### config.mk
export PLATFORM = sky130hd
export DESIGN_NAME = interdevice_tx_arbiter
export DESIGN_NICKNAME = d
export VERILOG_FILES = /design/src/rtl/interdevice_tx_arbiter_pkg.sv /design/src/rtl/interdevice_tx_arbiter_priority_select.sv /design/src/rtl/interdevice_tx_arbiter.sv
export SDC_FILE = /design/constraint.sdc
export NUM_CORES = 1
export LEC_CHECK = 0
export CAP_MARGIN = 20
export CORE_MARGIN = 10
export CORE_UTILIZATION = 41
export DETAILED_ROUTE_END_ITERATION = 8
export GPL_TIMING_DRIVEN = 0
export MAX_ROUTING_LAYER = met4
export PLACE_DENSITY = 0.81
export SYNTH_ARGS = -nofsm -noshare
export SYNTH_HDL_FRONTEND = slang
export SYNTH_SLANG_ARGS = --single-unit
export TNS_END_PERCENT = 5
### constraint.sdc
create_clock -name nocclk -period 3.35 [get_ports nocclk]
set_input_delay 0.67 -clock nocclk [delete_from_list [all_inputs] [get_ports nocclk]]
set_output_delay 0.67 -clock nocclk [all_outputs]
set_load 0.1 [all_outputs]
### src/rtl/interdevice_tx_arbiter_pkg.sv
// types: flit and tx-source types shared by the interdevice transmit arbiter and its priority selector.
package types;
    localparam int FLIT_W = 32;
    typedef logic [FLIT_W-1:0] flit_t;
    typedef enum logic [1:0] {
        TX_SRC_NONE   = 2'd0,
        TX_SRC_ACK    = 2'd1,
        TX_SRC_RESEND = 2'd2,
        TX_SRC_NORMAL = 2'd3
    } tx_src_t;
    // Grant vectors are ordered {normal, resend, ack}.
    function automatic tx_src_t src_of(input logic [2:0] gnt);
        return gnt[0] ? TX_SRC_ACK : gnt[1] ? TX_SRC_RESEND : gnt[2] ? TX_SRC_NORMAL : TX_SRC_NONE;
    endfunction
    function automatic logic [31:0] sat_inc(input logic [31:0] c, input logic en);
        return c + {31'd0, en && !(&c)};
    endfunction
endpackage

### src/rtl/interdevice_tx_arbiter_priority_select.sv
// tx_priority_select: one-hot winner among {normal, resend, ack}; starved sources beat ack, rr_ptr breaks resend/normal ties.
module tx_priority_select (
    input  logic [2:0] valid_i,
    input  logic [1:0] starved_i,
    input  logic       rr_ptr_i,
    output logic [2:0] grant_o
);
    logic [1:0] st;
    logic [1:0] pair;
    logic [1:0] pick;
    logic       use_ack;
    always_comb begin
        st      = starved_i & valid_i[2:1];
        use_ack = !(|st) && valid_i[0];
        pair    = |st ? st : valid_i[2:1];
        pick    = &pair ? (rr_ptr_i ? 2'b10 : 2'b01) : pair;
        grant_o = use_ack ? 3'b001 : {pick, 1'b0};
    end
endmodule

### src/rtl/interdevice_tx_arbiter.sv
// interdevice_tx_arbiter: 3-source arbiter (ack/resend/normal) with starvation override feeding one registered tx slot.
// Optional saturating grant/starvation statistics when TX_ARB_STATS_EN is defined.
module interdevice_tx_arbiter
    import types::*;
#(
    parameter int MAX_WAIT = 16
) (
    input  logic    nocclk,
    input  logic    rst_n,
    input  flit_t   ack_flit,
    input  logic    ack_valid,
    output logic    ack_ready,
    input  flit_t   resend_flit,
    input  logic    resend_valid,
    output logic    resend_ready,
    input  flit_t   normal_flit,
    input  logic    normal_valid,
    output logic    normal_ready,
    output flit_t   interdevice_tx_flit,
    output logic    interdevice_tx_valid,
    input  logic    interdevice_tx_ready,
    output tx_src_t grant_src
`ifdef TX_ARB_STATS_EN
    ,
    output logic [31:0] stat_ack_cnt,
    output logic [31:0] stat_resend_cnt,
    output logic [31:0] stat_normal_cnt,
    output logic [31:0] stat_starve_cnt
`endif
);
    localparam int CW = $clog2(MAX_WAIT + 1);
    localparam logic [CW-1:0] WMAX = CW'(MAX_WAIT);

    logic [CW-1:0] rs_wait_q, rs_wait_d, nm_wait_q, nm_wait_d;
    logic          rr_ptr_q, rr_ptr_d;
    logic          valid_q, valid_d;
    tx_src_t       src_q, src_d;
    flit_t         flit_q, flit_d;
    logic          open_slot;
    logic [1:0]    starved;
    logic [2:0]    gnt, rdy;

    assign starved   = {normal_valid && nm_wait_q == WMAX, resend_valid && rs_wait_q == WMAX};
    assign open_slot = !valid_q || interdevice_tx_ready;

    tx_priority_select u_sel (
        .valid_i   ({normal_valid, resend_valid, ack_valid}),
        .starved_i (starved),
        .rr_ptr_i  (rr_ptr_q),
        .grant_o   (gnt)
    );

    // Readies are held low during reset even though the empty slot looks open.
    assign rdy          = (open_slot && rst_n) ? gnt : 3'b000;
    assign ack_ready    = rdy[0];
    assign resend_ready = rdy[1];
    assign normal_ready = rdy[2];

    always_comb begin
        valid_d   = open_slot ? |rdy : valid_q;
        src_d     = open_slot ? src_of(rdy) : src_q;
        flit_d    = rdy[0] ? ack_flit : rdy[1] ? resend_flit : rdy[2] ? normal_flit : flit_q;
        rr_ptr_d  = (rdy[1] || rdy[2]) ? !rr_ptr_q : rr_ptr_q;
        rs_wait_d = (!resend_valid || rdy[1]) ? '0 : (rs_wait_q == WMAX) ? rs_wait_q : rs_wait_q + 1'b1;
        nm_wait_d = (!normal_valid || rdy[2]) ? '0 : (nm_wait_q == WMAX) ? nm_wait_q : nm_wait_q + 1'b1;
    end

    always_ff @(posedge nocclk or negedge rst_n) begin
        if (!rst_n) begin
            valid_q   <= 1'b0;
            src_q     <= TX_SRC_NONE;
            rr_ptr_q  <= 1'b0;
            rs_wait_q <= '0;
            nm_wait_q <= '0;
        end else begin
            valid_q   <= valid_d;
            src_q     <= src_d;
            rr_ptr_q  <= rr_ptr_d;
            rs_wait_q <= rs_wait_d;
            nm_wait_q <= nm_wait_d;
        end
    end

    always_ff @(posedge nocclk) begin
        flit_q <= flit_d;
    end

    assign interdevice_tx_flit  = flit_q;
    assign interdevice_tx_valid = valid_q;
    assign grant_src            = src_q;

`ifdef TX_ARB_STATS_EN
    logic [31:0] ack_cnt_q, rs_cnt_q, nm_cnt_q, starve_cnt_q;
    logic        starve_hit;
    assign starve_hit = |(rdy[2:1] & starved);
    always_ff @(posedge nocclk or negedge rst_n) begin
        if (!rst_n) begin
            ack_cnt_q    <= '0;
            rs_cnt_q     <= '0;
            nm_cnt_q     <= '0;
            starve_cnt_q <= '0;
        end else begin
            ack_cnt_q    <= sat_inc(ack_cnt_q, rdy[0]);
            rs_cnt_q     <= sat_inc(rs_cnt_q, rdy[1]);
            nm_cnt_q     <= sat_inc(nm_cnt_q, rdy[2]);
            starve_cnt_q <= sat_inc(starve_cnt_q, starve_hit);
        end
    end
    assign stat_ack_cnt    = ack_cnt_q;
    assign stat_resend_cnt = rs_cnt_q;
    assign stat_normal_cnt = nm_cnt_q;
    assign stat_starve_cnt = starve_cnt_q;
`endif
endmodule
==> run_results.csv <==
group,metric,value,unit
grt,antenna_found_initial,0,
timing,rsz_0062_raised_after_global_routing,"no",
timing,period_needed,3261,ps
synthesis,postSynthNetCount,377,
pwr,internal-power,1.183,mW
drt,routed_wire_length_per_instance,19.88,µm
layout,filler_cell_count,541,
drt,antenna_left,0,
synthesis,synth_warnings,0,
placed_design,place.gp.congestion,0.8246,
layout,final_common_cell,"clkdlybuf4s50_1",
worst_setup_path,timing.critical_path.required,2680,ps
timing,fmax,306.6,MHz
floorplanning,core_area,0.006794,mm²
worst_setup_path,cp.arrival,2590,ps
grt,grt_max_degree,19,
floorplanning,die_w,103.5,µm
clock_tree,ctsHoldBuffers,0,
timing,slew_viols_final,0,
layout,final_nets,524,
pwr,power_frac_comb,0.417,
floorplanning,std_cell_rows,30,
pwr,p_per_area,436.2,mW/mm²
drt,drt-vias-per-instance,5.771,
pwr,power_switching_share,0.3983,
synthesis,netlist_instances,271,
floorplanning,design.die.area,0.01070,mm²
floorplanning,ioPinCount,140,
grt,globalRoute.totalOverflow,0,
worst_setup_path,endpoint_kind,"primary output",
pwr,share_clk_of_total_power,0.218,
worst_setup_path,critPathSlowestCell,"clkdlybuf4s50_1",
drt,route.final.wire_length,10240,µm
placed_design,placed_cells_incl_taps,507,
clock_tree,cts_root_buffer,"clkbuf_8",
floorplanning,die_height,103.5,µm
drt,post-route-drc-count,0,
synthesis,synth_largest_area_cell,"edfxtp_1",
grt,total_global_routing_track_utilization,0.1857,
clock_tree,clockBufferDepth,2,
synthesis,ys_ff_latch,46,
synthesis,netlist-cell-type-count,35,
drt,dr.pass1.iters,5,
synthesis,synth_top_cells_by_area,"edfxtp_1, dfrtp_1, o2111ai_1",
clock_tree,worst_setup_hold_path_clk_slew,100,ps
placed_design,hpwl_dp,7920,µm
clock_tree,cts_tree,"done",
clock_tree,clock_tree.htree_level_count,2,
timing,clock_skew,10.71,ps
grt,globalRouteMet3Util,0.04252,
timing,tightestPinTransition,1019,ps
grt,grt_use_met1,0.2063,
layout,regArea,0.001311,mm²
layout,stdcell_count,515,
placed_design,pre_cts_slack,-1144,ps
worst_setup_path,max_stage_delay,470,ps
pwr,overall_power_of_the_completed_layout,1.966,mW
timing,share_of_the_clock_period_used_by_the_worst_path,0.9736,
drt,dr_total_vias,2972,
pwr,vdd_ir_drop_max,0.0002057,V
timing,worst_slack,88.51,ps
clock_tree,cts_made_buffers,5,
worst_setup_path,cp_top_family,"buffers and inverters",
grt,gr_peak_layer,"met2",
clock_tree,cts_num_sinks,46,
layout,layout.cells.most_common_list,"clkdlybuf4s50_1, nand3_1, o2111ai_1, o21ai_0, edfxtp_1",
placed_design,io_buffers,139,
worst_setup_path,timing.critical_path.buf_inv,4,
clock_tree,cts_setup_buffers,0,
timing,setup_viol,0,
clock_tree,cts.repair.resized,14,
layout,layout-drive-gt1-share,0.1050,
worst_setup_path,start_kind,"input port",
timing,timing_hold_violations_final,0,
hold_path,worst_hold_path_type,"input port to async pin",
layout,multiInputGateArea,0.001368,mm²
pwr,share_seq_of_total_power,0.365,
drt,detailedRoute.firstIterationViolations,243,
synthesis,synth_sequential_area_ratio,0.4592,
floorplanning,floorplan.initialDensity,0.4203,
synthesis,post_synthesis_mean_instance_area,10.54,µm²
pwr,reported_net_switching_power,0.7830,mW
worst_setup_path,timing.critical_path.cells,"clkdlybuf4s50_1, nand2b_1, and3_1, buf_1, o211a_1, buf_2, buf_4",
grt,global_route.usage.met2,0.3309,
worst_setup_path,path_max_fanout,10,
job,maxCapViolCount,0,
layout,area_growth_syn_to_layout,57.84,%
pwr,p_leak,1.568,nW
clock_tree,clock_latency,310,ps
timing,finalHoldWorstSlack,378.0,ps
grt,grt_pass1_wl,15270,µm
worst_setup_path,timing_worst_setup_path_type,"input port to primary output",
synthesis,netlist.area_leader.share,0.3365,
grt,first_global_vias,3042,
synthesis,mappedNetlistArea,0.002855,mm²
status,outcome,"complete, no violations",
timing,slew-limit-headroom,0.3185,
layout,diodes,0,
==> routing by layer <==
metal,up-vias,wire [µm]
li1,1379,-
met1,1445,3804
met4,0,178
met5,-,0
met2,129,5416
met3,19,840
==> final cells by class <==
cell class                 instances  area share
clock buffer                       5     0.01527
tap                               96     0.02665
clock inverter                     3    0.009994
multi-input combinational        185      0.3034
sequential                        46      0.2910
inverter                           8    0.006663
timing repair buffer             140      0.3137
buffer                            32     0.03331
==> synthesized netlist by cell type <==
library cell,instances
o211ai_1,13
a21oi_2,1
o211ai_2,20
a21o_1,1
o21ai_0,34
o211a_1,1
nand2_1,6
a21oi_1,2
o2111a_1,1
and2_1,1
o311ai_4,1
edfxtp_1,32
dfrtp_1,14
nand3_1,37
ha_1,4
nor2_1,1
and3_1,1
inv_2,1
a211o_1,1
buf_6,3
buf_2,3
o2111ai_1,34
nor4bb_1,2
buf_1,1
nor2b_1,1
nand2b_1,2
buf_4,1
nor3_1,8
xor2_1,4
clkbuf_1,24
xnor2_1,5
mux2i_1,1
nand4bb_1,1
inv_1,7
nor4_1,2
==> worst paths after layout <==
kind                                       from                      end  slack [ps]  cells after the start
max in group asynchronous                 rst_n             nm_wait_q[1]        2670                      1
hold / removal                            rst_n             rs_wait_q[4]         380                      1
min in group nocclk                grant_src[1]             grant_src[1]         490                      2
setup reg to reg                   rs_wait_q[0]  interdevice_tx_flit[28]         670                      8
hold reg to reg                    grant_src[1]             grant_src[1]         490                      2
setup / recovery           interdevice_tx_ready             resend_ready          90                      7
==> cell families (layout without fill, tap and decap cells) <==
family	after synthesis	count (layout)	synth area share
compound gates	109	109	0.3146
simple gates	62	62	0.1144
flops	46	46	0.4592
buf+inv	40	188	0.06310
xor+xnor	9	9	0.02761
fa+ha+maj	4	4	0.01753
mux	1	1	0.003506
==> stage by stage <==
step,utilization,cell area (µm²),TNS [ps]
floorplan,-,2859,0
global placement,0.6433,4370,-14530
detailed placement,0.6473,4398,-4097
CTS,0.6639,4511,-22.93
global route,0.6634,4507,0
finish,0.6634,4507,0
==> worst register-to-register path: cells and delay by family, from the launching register on <==
family | cells | cell delay (ps)
adder cells (fa/ha/maj) | 1 | 180
flip-flops | 1 | 410
AO/OA/AOI/OAI | 2 | 340
buffers and inverters | 3 | 600
AND/OR/NAND/NOR | 2 | 870
==> sequential cells by signal, summed over array words and instances, names as in the netlist <==
signal                cells
grant_src                 2
interdevice_tx_flit      32
interdevice_tx_valid      1
nm_wait_q                 5
rr_ptr_q                  1
rs_wait_q                 5
==> power by group through the flow <==
stage | sequential (mW) | combinational [mW] | clock (mW)
final | 0.718 | 0.819 | 0.429
after global routing | 0.726 | 0.855 | 0.453
after CTS | 0.719 | 0.822 | 0.427
after detailed placement | 0.732 | 0.820 | 0
after global placement | 0.729 | 0.799 | 0
after floorplan | 1.06 | 0.215 | 0
Power figures use the tool's default switching activity.
